File: config.mk
export PLATFORM = sky130hd
export DESIGN_NAME = onehot_capture
export DESIGN_NICKNAME = d
export VERILOG_FILES = /design/src/rtl/onehot_capture_pkg.sv /design/src/rtl/code_fifo.sv /design/src/rtl/onehot_capture.sv
export SDC_FILE = /design/constraint.sdc
export NUM_CORES = 1
export LEC_CHECK = 0
export CORE_ASPECT_RATIO = 0.75
export CORE_MARGIN = 2
export CORE_UTILIZATION = 40
export DETAILED_ROUTE_END_ITERATION = 10
export PLACE_DENSITY_LB_ADDON = 0.1
export RECOVER_POWER = 50
export SLEW_MARGIN = 25
export SYNTH_ARGS = -nofsm -noshare
export SYNTH_HDL_FRONTEND = slang
export SYNTH_SLANG_ARGS = --single-unit
File: constraint.sdc
create_clock -name clk -period 1.98 [get_ports clk]
set_clock_uncertainty 0.2 [all_clocks]
set_input_delay 0.396 -clock clk [delete_from_list [all_inputs] [get_ports clk]]
set_output_delay 0.396 -clock clk [all_outputs]
set_load 0.02 [all_outputs]
File: src/rtl/onehot_capture_pkg.sv
// Shared constants, code type and one-hot helpers for the onehot_capture slice.
package onehot_capture_pkg;

    localparam int unsigned LINES  = 8;
    localparam int unsigned CODE_W = 3;

    typedef logic [CODE_W-1:0] code_t;

    function automatic logic onehot_legal(input logic [LINES-1:0] din);
        return $countones(din) == 1;
    endfunction

    function automatic code_t onehot_to_code(input logic [LINES-1:0] din);
        code_t code;
        code = '0;
        for (int unsigned i = 0; i < LINES; i++) begin
            if (din[i]) code = code_t'(i);
        end
        return code;
    endfunction

endpackage

File: src/rtl/code_fifo.sv
// Synchronous first-word-fall-through FIFO; a push into a full FIFO is accepted
// only when a pop happens on the same edge.
module code_fifo #(
    parameter int unsigned DEPTH  = 4,
    parameter int unsigned CODE_W = 3
) (
    input  logic              clk,
    input  logic              rst_n,
    input  logic              push,
    input  logic [CODE_W-1:0] din,
    input  logic              pop,
    output logic [CODE_W-1:0] dout,
    output logic              full,
    output logic              empty
);

    localparam int unsigned AW = $clog2(DEPTH);

    logic [CODE_W-1:0] mem [DEPTH];
    logic [AW-1:0]     wr_ptr;
    logic [AW-1:0]     rd_ptr;
    logic [AW:0]       count;
    logic              do_push;
    logic              do_pop;

    assign full    = (count == (AW+1)'(DEPTH));
    assign empty   = (count == '0);
    assign do_pop  = pop && !empty;
    assign do_push = push && (!full || do_pop);
    assign dout    = mem[rd_ptr];

    // Storage is reset so the head reads 0 while the FIFO is empty after reset.
    always_ff @(posedge clk or negedge rst_n) begin
        if (!rst_n) begin
            for (int unsigned i = 0; i < DEPTH; i++) mem[i] <= '0;
        end else if (do_push) begin
            mem[wr_ptr] <= din;
        end
    end

    always_ff @(posedge clk or negedge rst_n) begin
        if (!rst_n) begin
            wr_ptr <= '0;
            rd_ptr <= '0;
            count  <= '0;
        end else begin
            if (do_push) wr_ptr <= wr_ptr + AW'(1);
            if (do_pop)  rd_ptr <= rd_ptr + AW'(1);
            case ({do_push, do_pop})
                2'b10:   count <= count + (AW+1)'(1);
                2'b01:   count <= count - (AW+1)'(1);
                default: count <= count;
            endcase
        end
    end

endmodule

File: src/rtl/onehot_capture.sv
// One-hot word checker feeding a FWFT code FIFO. Define ONEHOT_CAPTURE_ERR_CNT_EN
// to add the saturating err_count port and counter.
module onehot_capture
    import onehot_capture_pkg::*;
#(
    parameter int unsigned DEPTH = 4,
    parameter int unsigned CNT_W = 8
) (
    input  logic             clk,
    input  logic             rst_n,
    input  logic             in_valid,
    input  logic [LINES-1:0] din,
    input  logic             clr,
    output logic             out_valid,
    input  logic             out_ready,
    output code_t            out_code,
    output logic             full,
    output logic             ovf,
    output logic             err_pulse
`ifdef ONEHOT_CAPTURE_ERR_CNT_EN
    ,
    output logic [CNT_W-1:0] err_count
`endif
);

    if (DEPTH < 2 || (DEPTH & (DEPTH - 1)) != 0) begin : g_bad_depth
        $error("onehot_capture: DEPTH must be a power of 2 and at least 2");
    end
    if (CNT_W < 1) begin : g_bad_cnt_w
        $error("onehot_capture: CNT_W must be at least 1");
    end

    logic legal;
    logic illegal;
    logic pop;
    logic drop;
    logic empty;

    assign legal     = in_valid && onehot_legal(din);
    assign illegal   = in_valid && !onehot_legal(din);
    assign out_valid = !empty;
    assign pop       = out_valid && out_ready;
    assign drop      = legal && full && !pop;

    code_fifo #(
        .DEPTH  (DEPTH),
        .CODE_W (CODE_W)
    ) u_fifo (
        .clk   (clk),
        .rst_n (rst_n),
        .push  (legal),
        .din   (onehot_to_code(din)),
        .pop   (pop),
        .dout  (out_code),
        .full  (full),
        .empty (empty)
    );

    always_ff @(posedge clk or negedge rst_n) begin
        if (!rst_n) begin
            ovf       <= 1'b0;
            err_pulse <= 1'b0;
        end else begin
            err_pulse <= illegal;
            if (clr)       ovf <= 1'b0;
            else if (drop) ovf <= 1'b1;
        end
    end

`ifdef ONEHOT_CAPTURE_ERR_CNT_EN
    always_ff @(posedge clk or negedge rst_n) begin
        if (!rst_n) begin
            err_count <= '0;
        end else if (clr) begin
            err_count <= '0;
        end else if (illegal && (err_count != '1)) begin
            err_count <= err_count + CNT_W'(1);
        end
    end
`endif

endmodule

==> results.ini <==
[status]
status = finished, violations left
violations = negative setup slack

[final_layout]
num-nets-final = 203
drive_gt1_share_pct = 53.7
layout_commonest_cell = sky130_fd_sc_hd__buf_4
p_r_area_growth_vs_syn_pct = 55.5
post-route-util_pct = 64.3
antenna_cells_inserted = 0
finalInstanceArea_mm2 = 0.00210
filler_cell_count = 252
final_cell_mix = 25 x sky130_fd_sc_hd__buf_4, 20 x sky130_fd_sc_hd__dfrtp_1, 11 x sky130_fd_sc_hd__inv_1

[critical_path]
crit_path_max_fanout = 2
cp_startpoint_kind = primary input
worst_r2r_path_depth = 6
timing.critical_path.to = u_fifo.count[1]
rrSetupSlack_ps = -150
worstPathArrival_ps = 4130
timing.setup.critical_path_class = primary input to register
timing.rr.start = u_fifo.count[2]
required_ps = 1940
worst_setup_path_startpoint = din[1]
critical_path_end_type = register
crit_reg_reg_endpoint = u_fifo.count[1]

[cts]
tritoncts = yes
number_of_clock_buffers_inserted_by_tritoncts = 3
ctsRootBufferMaster = sky130_fd_sc_hd__clkbuf_8
cts_max_level = 1
ctsLongestPathBuffers = 2
clock-sinks = 21
clkLatencyLatePin_ps = 260
clk_pin_slew_ps = 80

[routing]
totalWireLength_um = 3280
drt_pass1_iterations = 4
vias_cell = 5.06
wl_per_cell_um = 15.1
initialDrtViolationCount = 29
drc = 0
routed_via_count = 1099
antenna_violating_nets_post_route = 0

[sta]
final_period_minus_worst_setup_slack_ps = 4170
drv_slew = 0
setup_viol_count_final = 21
final_critical_path_setup_slack_ps = -2190
min_period_over_period_pct = 211
report.final.hold_viol_count = 0
max_freq_mhz = 240
grt_setup_unrepaired = true
worst-slew-pin-transition_ps = 1170
slew-limit-headroom_pct = 22.1

[power_and_ir_drop]
power.share.clock_pct = 9.5
power.leakage_nw = 0.948
combinationalPowerShare_pct = 63.6
internal_power_mw = 1.79
power.net_switching_mw = 1.15
powerDensity_mw_per_mm2 = 1400
share_seq_of_total_power_pct = 26.9
power_switching_share_pct = 39.2
worst_ir_drop_vdd_mv = 0.515

[synthesis]
synth_warn = 0
synth_top_cell_by_area = sky130_fd_sc_hd__dfrtp_1
yosysTopAreaCellShare_pct = 38.9
post_synthesis_net_count = 147
postSynthRegisterBits = 21
yosys.cell_types.count = 34
synthesized_cell_area_mm2 = 0.00135
netlist_instances = 122
synth.area.top_cells = sky130_fd_sc_hd__dfrtp_1 39%, sky130_fd_sc_hd__fa_1 7.4%, sky130_fd_sc_hd__mux2_2 6.7%, sky130_fd_sc_hd__ha_1 6.5%, sky130_fd_sc_hd__inv_1 5.0%
synth_area_per_cell_um2 = 11.1
synth_sequential_area_ratio_pct = 38.9

[global_routing]
grt_pass1_vias = 1110
grt_util_all_layers_pct = 18.5
global_route.overflow_total = 0
grt_pass1_wl_um = 5260
grt_max_degree = 22
antenna_found_initial = 0

[die]
fp-row-count = 18
die_h_um = 54.3
ioPinCount = 20
dieArea_mm2 = 0.00386
initial_core_util_pct = 41.3
design.core.area_mm2 = 0.00327
die_w_um = 71.1

[flow_run]
cap_viol_max_count = 0

[place]
io_buffers = 19
dpl-instance-area_mm2 = 0.00175
detailedPlacementHpwl_um = 2200
globalplace.congestion = 0.799
dpl_worst_slack_ps = -3030

[hold_path]
holdPathStages = 1
holdCritPathClass = register to register

logic make-up after synthesis:
kind of cell / Yosys count / synth area share [%]
xor+xnor: 4 / 2.59
buf+inv: 21 / 7.14
compound gates: 23 / 13.5
simple gates: 28 / 10.8
mux: 13 / 13.2
fa+ha+maj: 12 / 13.9
flops: 21 / 38.9
synthesized netlist by cell type:
master,instances
sky130_fd_sc_hd__a2111oi_4,1
sky130_fd_sc_hd__a211o_2,1
sky130_fd_sc_hd__a211oi_2,1
sky130_fd_sc_hd__a21oi_1,7
sky130_fd_sc_hd__a2bb2oi_1,1
sky130_fd_sc_hd__a31oi_1,1
sky130_fd_sc_hd__a41oi_1,4
sky130_fd_sc_hd__and2_1,2
sky130_fd_sc_hd__buf_6,1
sky130_fd_sc_hd__clkbuf_1,1
sky130_fd_sc_hd__clkbuf_8,1
sky130_fd_sc_hd__dfrtp_1,21
sky130_fd_sc_hd__fa_1,5
sky130_fd_sc_hd__ha_1,7
sky130_fd_sc_hd__inv_1,18
sky130_fd_sc_hd__mux2_2,8
sky130_fd_sc_hd__mux2i_1,2
sky130_fd_sc_hd__mux4_2,3
sky130_fd_sc_hd__nand2_1,6
sky130_fd_sc_hd__nand2b_1,1
sky130_fd_sc_hd__nand3_1,3
sky130_fd_sc_hd__nand4_1,1
sky130_fd_sc_hd__nor2_1,7
sky130_fd_sc_hd__nor2b_1,2
sky130_fd_sc_hd__nor3_1,1
sky130_fd_sc_hd__nor3b_1,1
sky130_fd_sc_hd__nor4b_1,1
sky130_fd_sc_hd__o211ai_1,3
sky130_fd_sc_hd__o21ai_0,2
sky130_fd_sc_hd__o31ai_1,2
sky130_fd_sc_hd__or2_2,1
sky130_fd_sc_hd__or3_1,1
sky130_fd_sc_hd__or4b_2,1
sky130_fd_sc_hd__xnor2_1,4
layout make-up:
type	instances	area, um2	area share [%]
clock buffers	3	41.3	1.97
inverters	18	77.6	3.69
well taps	40	50.0	2.38
repair buffers	54	494	23.5
multi-input cells	80	905	43.1
clock inverters	1	5.00	0.238
flip-flops and latches	21	527	25.1
what timing repair did:
action                                  4_1_cts  5_1_grt
resized for setup                            65       28
gates cloned                                  1        0
hold endpoints to repair                      0        0
hold buffers                                  0        0
pin swaps                                    13       20
buffers inserted                              6        6
endpoints found under the setup margin       24       23
critical path, stage by stage:
cell,delay (ps)
sky130_fd_sc_hd__buf_8,80
sky130_fd_sc_hd__inv_4,30
sky130_fd_sc_hd__fa_1,540
sky130_fd_sc_hd__fa_1,430
sky130_fd_sc_hd__fa_1,440
sky130_fd_sc_hd__inv_1,70
sky130_fd_sc_hd__ha_2,180
sky130_fd_sc_hd__inv_2,40
sky130_fd_sc_hd__fa_2,520
sky130_fd_sc_hd__o211ai_1,160
sky130_fd_sc_hd__a211oi_4,240
sky130_fd_sc_hd__nor2_2,70
sky130_fd_sc_hd__fa_2,570
sky130_fd_sc_hd__inv_2,60
sky130_fd_sc_hd__buf_6,100
sky130_fd_sc_hd__o211ai_1,210
metal layers:
layer | routed length [um] | vias up | track usage [%]
li1 | - | 538 | -
met1 | 1400 | 527 | 21.8
met2 | 1680 | 28 | 33.0
met3 | 130 | 6 | 5.34
met4 | 70 | 0 | 6.60
met5 | 0 | - | 0
how the worst min path moves through the flow:
stage | startpoint | to | slack [ps]
6_report | u_fifo.mem[11] | u_fifo.mem[11] | 310
5_1_grt | u_fifo.mem[11] | u_fifo.mem[11] | 330
4_1_cts | rst_n | u_fifo.mem[7] | 290
3_5_place_dp | ovf | ovf | 290
3_3_place_gp | ovf | ovf | 280
2_1_floorplan | rst_n | err_pulse | -100
power by group through the flow:
| stage | Combinational (mW) | Sequential (mW) | Clock [mW] |
|---|---|---|---|
| 4_1_cts | 1.67 | 0.774 | 0.290 |
| 3_5_place_dp | 1.39 | 0.782 | 0 |
| 6_report | 1.87 | 0.792 | 0.281 |
| 5_1_grt | 2.02 | 0.823 | 0.313 |
| 2_1_floorplan | 0.858 | 0.763 | 0 |
| 3_3_place_gp | 1.34 | 0.777 | 0 |
sequential cells by signal, indices dropped and copies added (netlist names):
register       flops
u_fifo.count       3
err_pulse          1
u_fifo.mem        12
u_fifo.rd_ptr      2
ovf                1
u_fifo.wr_ptr      2
through the flow:
stage	TNS, ps	cells	power (mW)	hold WS [ps]
2_1_floorplan	-37090	122	1.62	-99.6
3_3_place_gp	-51250	201	2.12	280
3_5_place_dp	-52970	201	2.18	286
4_1_cts	-40040	211	2.73	289
5_1_grt	-40950	217	3.15	329
6_report	-38590	217	2.95	314
No activity file was read; power rests on OpenSTA's default activity.
